==> src/rtl/stack_pkg.sv <==
// Shared encodings and defaults for the stack controller.
package stack_pkg;

   localparam int DATA_W_DEF = 8;
   localparam int DEPTH_DEF  = 8;

   localparam logic [1:0] OP_NOP  = 2'b00;
   localparam logic [1:0] OP_PUSH = 2'b01;
   localparam logic [1:0] OP_POP  = 2'b10;
   localparam logic [1:0] OP_TOS  = 2'b11;

   localparam logic [1:0] ST_IDLE = 2'd0;
   localparam logic [1:0] ST_EXEC = 2'd1;
   localparam logic [1:0] ST_RESP = 2'd2;

endpackage

==> src/rtl/stack_mem.sv <==
// DEPTH x DATA_W stack storage: one synchronous write port, one asynchronous read port.
module stack_mem #(
   parameter int DATA_W = 8,
   parameter int DEPTH  = 8
) (
   input  logic                     clk,
   input  logic                     we_i,
   input  logic [$clog2(DEPTH)-1:0] waddr_i,
   input  logic [DATA_W-1:0]        wdata_i,
   input  logic [$clog2(DEPTH)-1:0] raddr_i,
   output logic [DATA_W-1:0]        rdata_o
);

   logic [DATA_W-1:0] mem_q [DEPTH];

   // NOTE: storage arrays get no reset; a reset would turn the array into
   // flops with a huge reset fan-out and nothing ever reads an unwritten slot.
   always_ff @(posedge clk) begin
      if (we_i) mem_q[waddr_i] <= wdata_i;
   end

   assign rdata_o = mem_q[raddr_i];

endmodule

==> src/rtl/stack_ctrl.sv <==
// Three-phase (IDLE/EXEC/RESP) LIFO stack controller with push/pop/peek commands.
// Define STACK_ERR_TRAP_EN to make an illegal command set a sticky err that turns later commands into NOPs.
module stack_ctrl
   import stack_pkg::*;
#(
   parameter int DATA_W = DATA_W_DEF,
   parameter int DEPTH  = DEPTH_DEF
) (
   input  logic                     clk,
   input  logic                     rst,
   input  logic                     cmd_valid,
   output logic                     cmd_ready,
   input  logic [1:0]               cmd_op,
   input  logic [DATA_W-1:0]        cmd_data,
   output logic                     rsp_valid,
   output logic [DATA_W-1:0]        rsp_data,
   output logic                     full,
   output logic                     empty,
   output logic [$clog2(DEPTH):0]   level,
   output logic                     err
);

   localparam int AW = $clog2(DEPTH);
   localparam int LW = AW + 1;
   localparam logic [LW-1:0] SP_FULL = LW'(DEPTH);

   logic [1:0]        state_q, state_d;
   logic [1:0]        op_q;
   logic [DATA_W-1:0] data_q;
   logic [LW-1:0]     sp_q, sp_d, sp_dec;
   logic [DATA_W-1:0] rsp_data_q, rsp_data_d;
   logic              err_q;
   logic              exec, illegal, trap, mem_we;
   logic [DATA_W-1:0] rd_data;

   assign full      = (sp_q == SP_FULL);
   assign empty     = (sp_q == '0);
   assign level     = sp_q;
   assign cmd_ready = (state_q == ST_IDLE);
   assign rsp_valid = (state_q == ST_RESP);
   assign rsp_data  = rsp_data_q;
   assign exec      = (state_q == ST_EXEC);
   assign sp_dec    = sp_q - LW'(1);

   assign illegal = ((op_q == OP_PUSH) && full) ||
                    (((op_q == OP_POP) || (op_q == OP_TOS)) && empty);

`ifdef STACK_ERR_TRAP_EN
   always_ff @(posedge clk or posedge rst) begin
      if (rst)                err_q <= 1'b0;
      else if (exec && illegal) err_q <= 1'b1;
   end
`else
   assign err_q = 1'b0;
`endif

   assign err  = err_q;
   assign trap = err_q;

   // NOTE: every output of this block gets a default first, so no path leaves
   // a variable unassigned and no latch is inferred.
   always_comb begin
      state_d    = state_q;
      sp_d       = sp_q;
      rsp_data_d = rsp_data_q;
      mem_we     = 1'b0;
      case (state_q)
         ST_IDLE: if (cmd_valid) state_d = ST_EXEC;
         ST_EXEC: state_d = ST_RESP;
         default: state_d = ST_IDLE;
      endcase
      if (exec) begin
         if (trap || illegal) begin
            rsp_data_d = '0;
         end else begin
            case (op_q)
               OP_PUSH: begin
                  mem_we = 1'b1;
                  sp_d   = sp_q + LW'(1);
               end
               OP_POP: begin
                  rsp_data_d = rd_data;
                  sp_d       = sp_dec;
               end
               OP_TOS:  rsp_data_d = rd_data;
               default: ;
            endcase
         end
      end
   end

   // NOTE: state registers use non-blocking assignments so every flop samples
   // the pre-edge value of its inputs regardless of statement order.
   always_ff @(posedge clk or posedge rst) begin
      if (rst) begin
         state_q    <= ST_IDLE;
         sp_q       <= '0;
         rsp_data_q <= '0;
         op_q       <= OP_NOP;
         data_q     <= '0;
      end else begin
         state_q    <= state_d;
         sp_q       <= sp_d;
         rsp_data_q <= rsp_data_d;
         if (cmd_valid && cmd_ready) begin
            op_q   <= cmd_op;
            data_q <= cmd_data;
         end
      end
   end

   stack_mem #(
      .DATA_W (DATA_W),
      .DEPTH  (DEPTH)
   ) u_mem (
      .clk     (clk),
      .we_i    (mem_we),
      .waddr_i (sp_q[AW-1:0]),
      .wdata_i (data_q),
      .raddr_i (sp_dec[AW-1:0]),
      .rdata_o (rd_data)
   );

endmodule

==> config.mk <==
export PLATFORM = sky130hd
export DESIGN_NAME = stack_ctrl
export DESIGN_NICKNAME = d
export VERILOG_FILES = /design/src/rtl/stack_pkg.sv /design/src/rtl/stack_mem.sv /design/src/rtl/stack_ctrl.sv
export SDC_FILE = /design/constraint.sdc
export NUM_CORES = 1
export LEC_CHECK = 0
export CAP_MARGIN = 20
export CELL_PAD_IN_SITES_DETAIL_PLACEMENT = 1
export CELL_PAD_IN_SITES_GLOBAL_PLACEMENT = 1
export CORE_MARGIN = 2
export CORE_UTILIZATION = 48
export CTS_CLUSTER_SIZE = 28
export DETAILED_ROUTE_END_ITERATION = 16
export PLACE_DENSITY_LB_ADDON = 0.3
export SETUP_SLACK_MARGIN = 0.1
export SYNTH_ARGS = -nofsm -noshare
export SYNTH_HDL_FRONTEND = slang
export SYNTH_SLANG_ARGS = --single-unit
==> constraint.sdc <==
create_clock -name clk -period 4.18 [get_ports clk]
set_clock_uncertainty 0.15 [all_clocks]
set_input_delay 0.418 -clock clk [delete_from_list [all_inputs] [get_ports clk]]
set_output_delay 0.418 -clock clk [all_outputs]
set_load 0.005 [all_outputs]
# Yosys cells after proc, flatten, opt, wreduce, memory -nomap -nowiden
# Memory sizes are Yosys's and may differ from the RTL's.
# Cells that the tools add are included.
word_totals:
  n_memories: 1
  output_inout_bits: 17
  word_cells: 38
  register_bits: 24
  ramBits: 64
classes:
  eq_ne: 7
  muxes: 10
  n_reduce_logical: 12
  n_bitwise: 1
  addsub: 2
memory_table:
  columns: ["name", "depth", "width", "rd", "rd_clocked_by_memory_dff", "wr", "line", "text"]
  rows:
  - ["u_mem.mem_q", 8, 8, 1, 0, 1, "stack_mem.sv:14", "logic [DATA_W-1:0] mem_q [DEPTH];"]
op_table:
  columns: ["cell", "n"]
  rows:
  - ["2-to-1 mux 8 bit", 2]
  - ["one-hot mux 4 bit (2 select lines)", 1]
  - ["equality test 2 bit, second input constant", 3]
  - ["2-to-1 mux 1 bit", 5]
  - ["adder 4 x 1 -> 4 bit, second input constant", 1]
  - ["equality test 2 x 1 -> 1 bit, second input constant", 2]
  - ["equality test 4 bit, second input constant", 1]
  - ["zero test 4 bit", 1]
  - ["one-hot mux 2 bit (2 select lines)", 1]
  - ["nonzero test 2 bit", 2]
  - ["subtractor 4 x 1 -> 4 bit, second input constant", 1]
  - ["logical AND 1 bit", 3]
  - ["AND reduction 3 bit", 1]
  - ["zero test 2 bit", 1]
  - ["logical OR 1 bit", 2]
  - ["2-to-1 mux 2 bit", 1]
  - ["inequality test 2 bit, second input constant", 1]
  - ["AND reduction 2 bit", 1]
  - ["OR reduction 2 bit", 1]
  - ["inverter 1 bit", 1]

# Longest topological paths before layout
depth:
  ltp_word: 8
  mapped_depth: 10
  ltp_nobuf: 6

# Hierarchy
# Synthesis repeated with hierarchy kept, for this count alone.
unflattened:
  hier_cells: 209
  area_unflattened_um2: 3666.0
modules_own_cells:
  columns: ["module", "instances", "cells_per_inst", "area_per_inst_um2", "seq_area_each_um2"]
  rows:
  - ["stack_mem", 1, 106, 2531.2, 1921.8]
  - ["stack_ctrl", 1, 103, 1134.8, 600.6]

# Least setup slack after synthesis
# No wires, ideal clock.
synth_timing:
  path_kind: "flip-flop to flip-flop"
  from: "register sp_q[0] (netlist: level[0])"
  to: "memory u_mem.mem_q[0][0] (enable)"
  slack_ns: 1.236
  required_time_ns: 3.635
  period_less_slack_ns: 2.944
  path_stages_with_launch: 9
  arrival_ns: 2.399
  setup_time_ns: 0.395
  path_cell_list: "dfrtp_1 -> buf_2 -> buf_2 -> buf_2 -> inv_1 -> ha_1 -> nand2b_4 -> o31ai_4 -> nor4_1"
synth_between:
  elab_chain_len: 7
  word_cells_on_any_way: 9
synth_lines:
  columns: ["item", "line", "text"]
  rows:
  - ["start: declaration", "stack_ctrl.sv:30", "logic [LW-1:0] sp_q, sp_d, sp_dec;"]
  - ["start signal: assignment", "stack_ctrl.sv:103", "sp_q <= sp_d;"]
  - ["equality test 4 bit or zero test 4 bit (tied branches)", "stack_ctrl.sv:36, stack_ctrl.sv:37", null]
  - ["logical AND 1 bit, on equally long branches", "stack_ctrl.sv:45, stack_ctrl.sv:46", null]
  - ["logical OR 1 bit", "stack_ctrl.sv:45", "assign illegal = ((op_q == OP_PUSH) && full) ||"]
  - ["2-to-1 mux 1 bit", "stack_ctrl.sv:73", "if (trap || illegal) begin"]
  - ["2-to-1 mux 1 bit", "stack_ctrl.sv:72", "if (exec) begin"]
  - ["2-to-1 mux 1 bit", "stack_mem.sv:19", "if (we_i) mem_q[waddr_i] <= wdata_i;"]
  - ["2-to-1 mux 1 bit (not written as such)", "stack_mem.sv:19", null]
  - ["end: declaration", "stack_mem.sv:14", null]
# Several ways; a longest one is shown, not always the timed one.

# Final worst setup path
layout_timing:
  from: "register sp_q[0] (netlist: level[0])"
  to: "output full"
layout_between:
  elab_chain_len: 1
layout_lines:
  columns: ["item", "line", "text"]
  rows:
  - ["equality test 4 bit", "stack_ctrl.sv:36", "assign full = (sp_q == SP_FULL);"]
  - ["end: declaration", "stack_ctrl.sv:17", "output logic full,"]
# Every way passes these cells.

==> qor.csv <==
stage;metric;value;unit
synth;async_reset_ff_share;27.3;%
job;cap_violations;0;
synth;synth-adder-area-share;2.06;%
floorplan;core_region_area;7290;um2
clock_tree;cts.htree.levels;3;
grt;grt_overflow;0;
worst_hold_path;hold_class;reg2reg;
synth;synth_largest_area_cell;edfxtp_1;
setup_path;start_kind;flip-flop;
synth;syn_area_per_cell;15.8;um2
floorplan;start_util;49.9;%
clock_tree;cts_resized;0;
routing;drt_iter0_markers;132;
synth;synth_nets;250;
floorplan;die_y;91.1;um
synth;synth_cells;231;
setup_path;cp.required;3610;ps
grt;antenna_found_initial;0;
clock_tree;clock-root-buffer;clkbuf_8;
synth;syn_area;3640;um2
cells_and_area;design_area;4220;um2
clock_tree;clk_pin_slew;90;ps
grt;grt_pass1_vias;2099;
clock_tree;post-cts-setup-buffers;0;
synth;ys_types;33;
grt;grtUsageTotal;18.4;%
setup_path;cp_top_family;flip-flops;
synth;synth_mux_area_share;11.8;%
grt;use_met2;28.7;%
grt;grt_busiest_layer;met2;
timing;rsz0062_at_grt;no;
timing;fmax;310;MHz
synth;synth_xor_area_share;1.20;%
synth;yosysWarnings;0;
synth;synth-simple-area-share;5.95;%
floorplan;rows;31;
routing;wl_per_cell;18.7;um
setup_path;critPathCaptureType;output pin;
routing;num_vias;2016;
clock_tree;cts_tree;yes;
setup_path;path_cells;inv_1 > ha_1 > and3b_1 > clkdlybuf4s50_1;
timing;hold_viol_final;0;
floorplan;io_pins;30;
clock_tree;clk_latency;360;ps
synth;synth_top_family_by_area;multiplexers;
synth;synth_flop_cell;edfxtp_1;
power_and_ir_drop;p_per_area;612;nW/um2
cells_and_area;fin_nets;286;
routing;via_per_inst;5.43;
placed_design;finalWeightedCongestion;0.755;
grt;grt_pass1_wl;11400;um
timing;period_needed;3230;ps
cells_and_area;area.growth.synth_to_final;15.9;%
synth;synthTopCellsByArea;edfxtp_1, dfrtp_1, mux2i_1, mux2_2, a32o_1;
timing;slew_headroom;28.4;%
power_and_ir_drop;peakVddDrop;0.000267;V
grt;met1_usage;25.7;%
placed_design;place_area;4030;um2
grt;grt_max_degree;43;
timing;tightest_slew;1070;ps
synth;yosysTopAreaCellShare;52.8;%
routing;drc;0;
synth;synth_edf_count;64;
clock_tree;numCtsBuffers;9;
timing;setup_violations;0;
cells_and_area;fillers;718;
setup_path;crit_fanout;42;
placed_design;portBuffers;28;
power_and_ir_drop;leakagePower;1.56;nW
routing;routed_wl;6940;um
setup_path;critPathKind;reg2out;
cells_and_area;layout-drive-gt1-share;14.3;%
setup_path;max_stage_delay;1070;ps
timing;timing.final.max_slew_violations;0;
timing;min_period_over_period;77.2;%
setup_path;path_buf_inv;2;
setup_path;cp_slowest_cell;dfrtp_2;
cells_and_area;antenna_cells;0;
clock_tree;cts_sinks;88;
clock_tree;hold_buffers;0;
clock_tree;clock_path_buffers;2;
synth;ys_seq_area_share;69.3;%
synth;synth_seq_cells;88;
routing;postRouteAntennaNets;0;
routing;first_pass_iters;4;
timing;final.setup.tns;0;ps
placed_design;dp_hpwl;5030;um
run_status;outcome;complete, no violations;
floorplan;die_w;91.1;um
synth;synth_compound_area_share;7.05;%
setup_path;cp_data_arrival_time;2660;ps
grt;use_met3;3.15;%
floorplan;die-area;8290;um2
state kept, by name (all words and copies together), names as in the netlist:
signal and cells:
rsp_data 8, state_q 2, u_mem.mem_q 64, data_q 8, level 4, op_q 2
Yosys cell counts, types with 5 or more instances:
| cell | count |
|---|---|
| a21oi_1 | 8 |
| a22oi_1 | 8 |
| a32o_1 | 8 |
| buf_2 | 7 |
| dfrtp_1 | 24 |
| edfxtp_1 | 64 |
| ha_1 | 6 |
| inv_1 | 6 |
| mux2_2 | 8 |
| mux2i_1 | 34 |
| nand2_1 | 14 |
| nor2_1 | 5 |
| nor3_1 | 8 |
stage by stage:
stage / worst slack (ps) / util (%) / instances / hold slack [ps] / power [mW]
finish: 954 / 57.8 / 371 / 375 / 2.58
global route: 782 / 57.8 / 371 / 395 / 2.74
CTS: 884 / 57.6 / 369 / 380 / 2.61
detailed placement: 1100 / 55.2 / 353 / 359 / 2.09
global placement: 1300 / 55.2 / 353 / 342 / 2.04
floorplan: 1240 / - / 231 / 283 / 1.79
cell type report:
| class | instances | area [um2] | area share, % |
|---|---|---|---|
| multi-input combinational | 125 | 1030 | 24.3 |
| tap | 99 | 124 | 2.94 |
| inverter | 7 | 26.3 | 0.623 |
| sequential | 88 | 2520 | 59.9 |
| timing repair buffer | 36 | 338 | 8.01 |
| clock inverter | 7 | 53.8 | 1.28 |
| clock buffer | 9 | 124 | 2.94 |
cells in the final DEF, fill, tap and decap left out, drive strengths merged, types with 2 or more instances in the layout:
cell type and count:
clkinv 5, inv 9, nand2b 3, a32o 8, nor2b 2, nor4 2, nor2 5, edfxtp 64
nand2 14, mux2 8, o31ai 2, a22oi 8, clkbuf 10, dfrtp 24, and2 4, buf 7
nor3 9, xnor2 2, o21ai 2, mux2i 34, ha 6, xor2 3, a21oi 8, clkdlybuf4s50 28
metal layers:
metal | up-vias | wire, um | share of wire, %
met4 | 0 | 116 | 1.7
li1 | 947 | - | -
met5 | - | 0 | 0
met3 | 7 | 191 | 2.8
met2 | 39 | 3290 | 47
met1 | 1023 | 3340 | 48
final timing paths:
path / from / to / slack, ps / cells past startpoint
setup / recovery: level[0] / full / 950 / 4
hold / removal: rsp_data[6] / rsp_data[6] / 370 / 1
setup reg to reg: level[0] / rsp_data[1] / 1130 / 6
hold reg to reg: rsp_data[6] / rsp_data[6] / 370 / 1
max in group asynchronous: rst / level[0] / 2810 / 2
min in group asynchronous: rst / data_q[3] / 430 / 2
power breakdown:
group	internal [mW]	switching, mW	leakage, nW	total (mW)
clock network	0.221	0.305	0.0939	0.526
registers	1.08	0.208	0.868	1.29
logic	0.400	0.369	0.602	0.768
logic make-up after synthesis:
group	after synthesis
DFF	88
muxes	42
other	1
adders and majority gates	6
and+or+nand+nor	41
xor gates and xnor gates	5
buffers and inverters	18
AOI/OAI and AO/OA	30
Note: power is estimated with default switching activity, not from simulation.
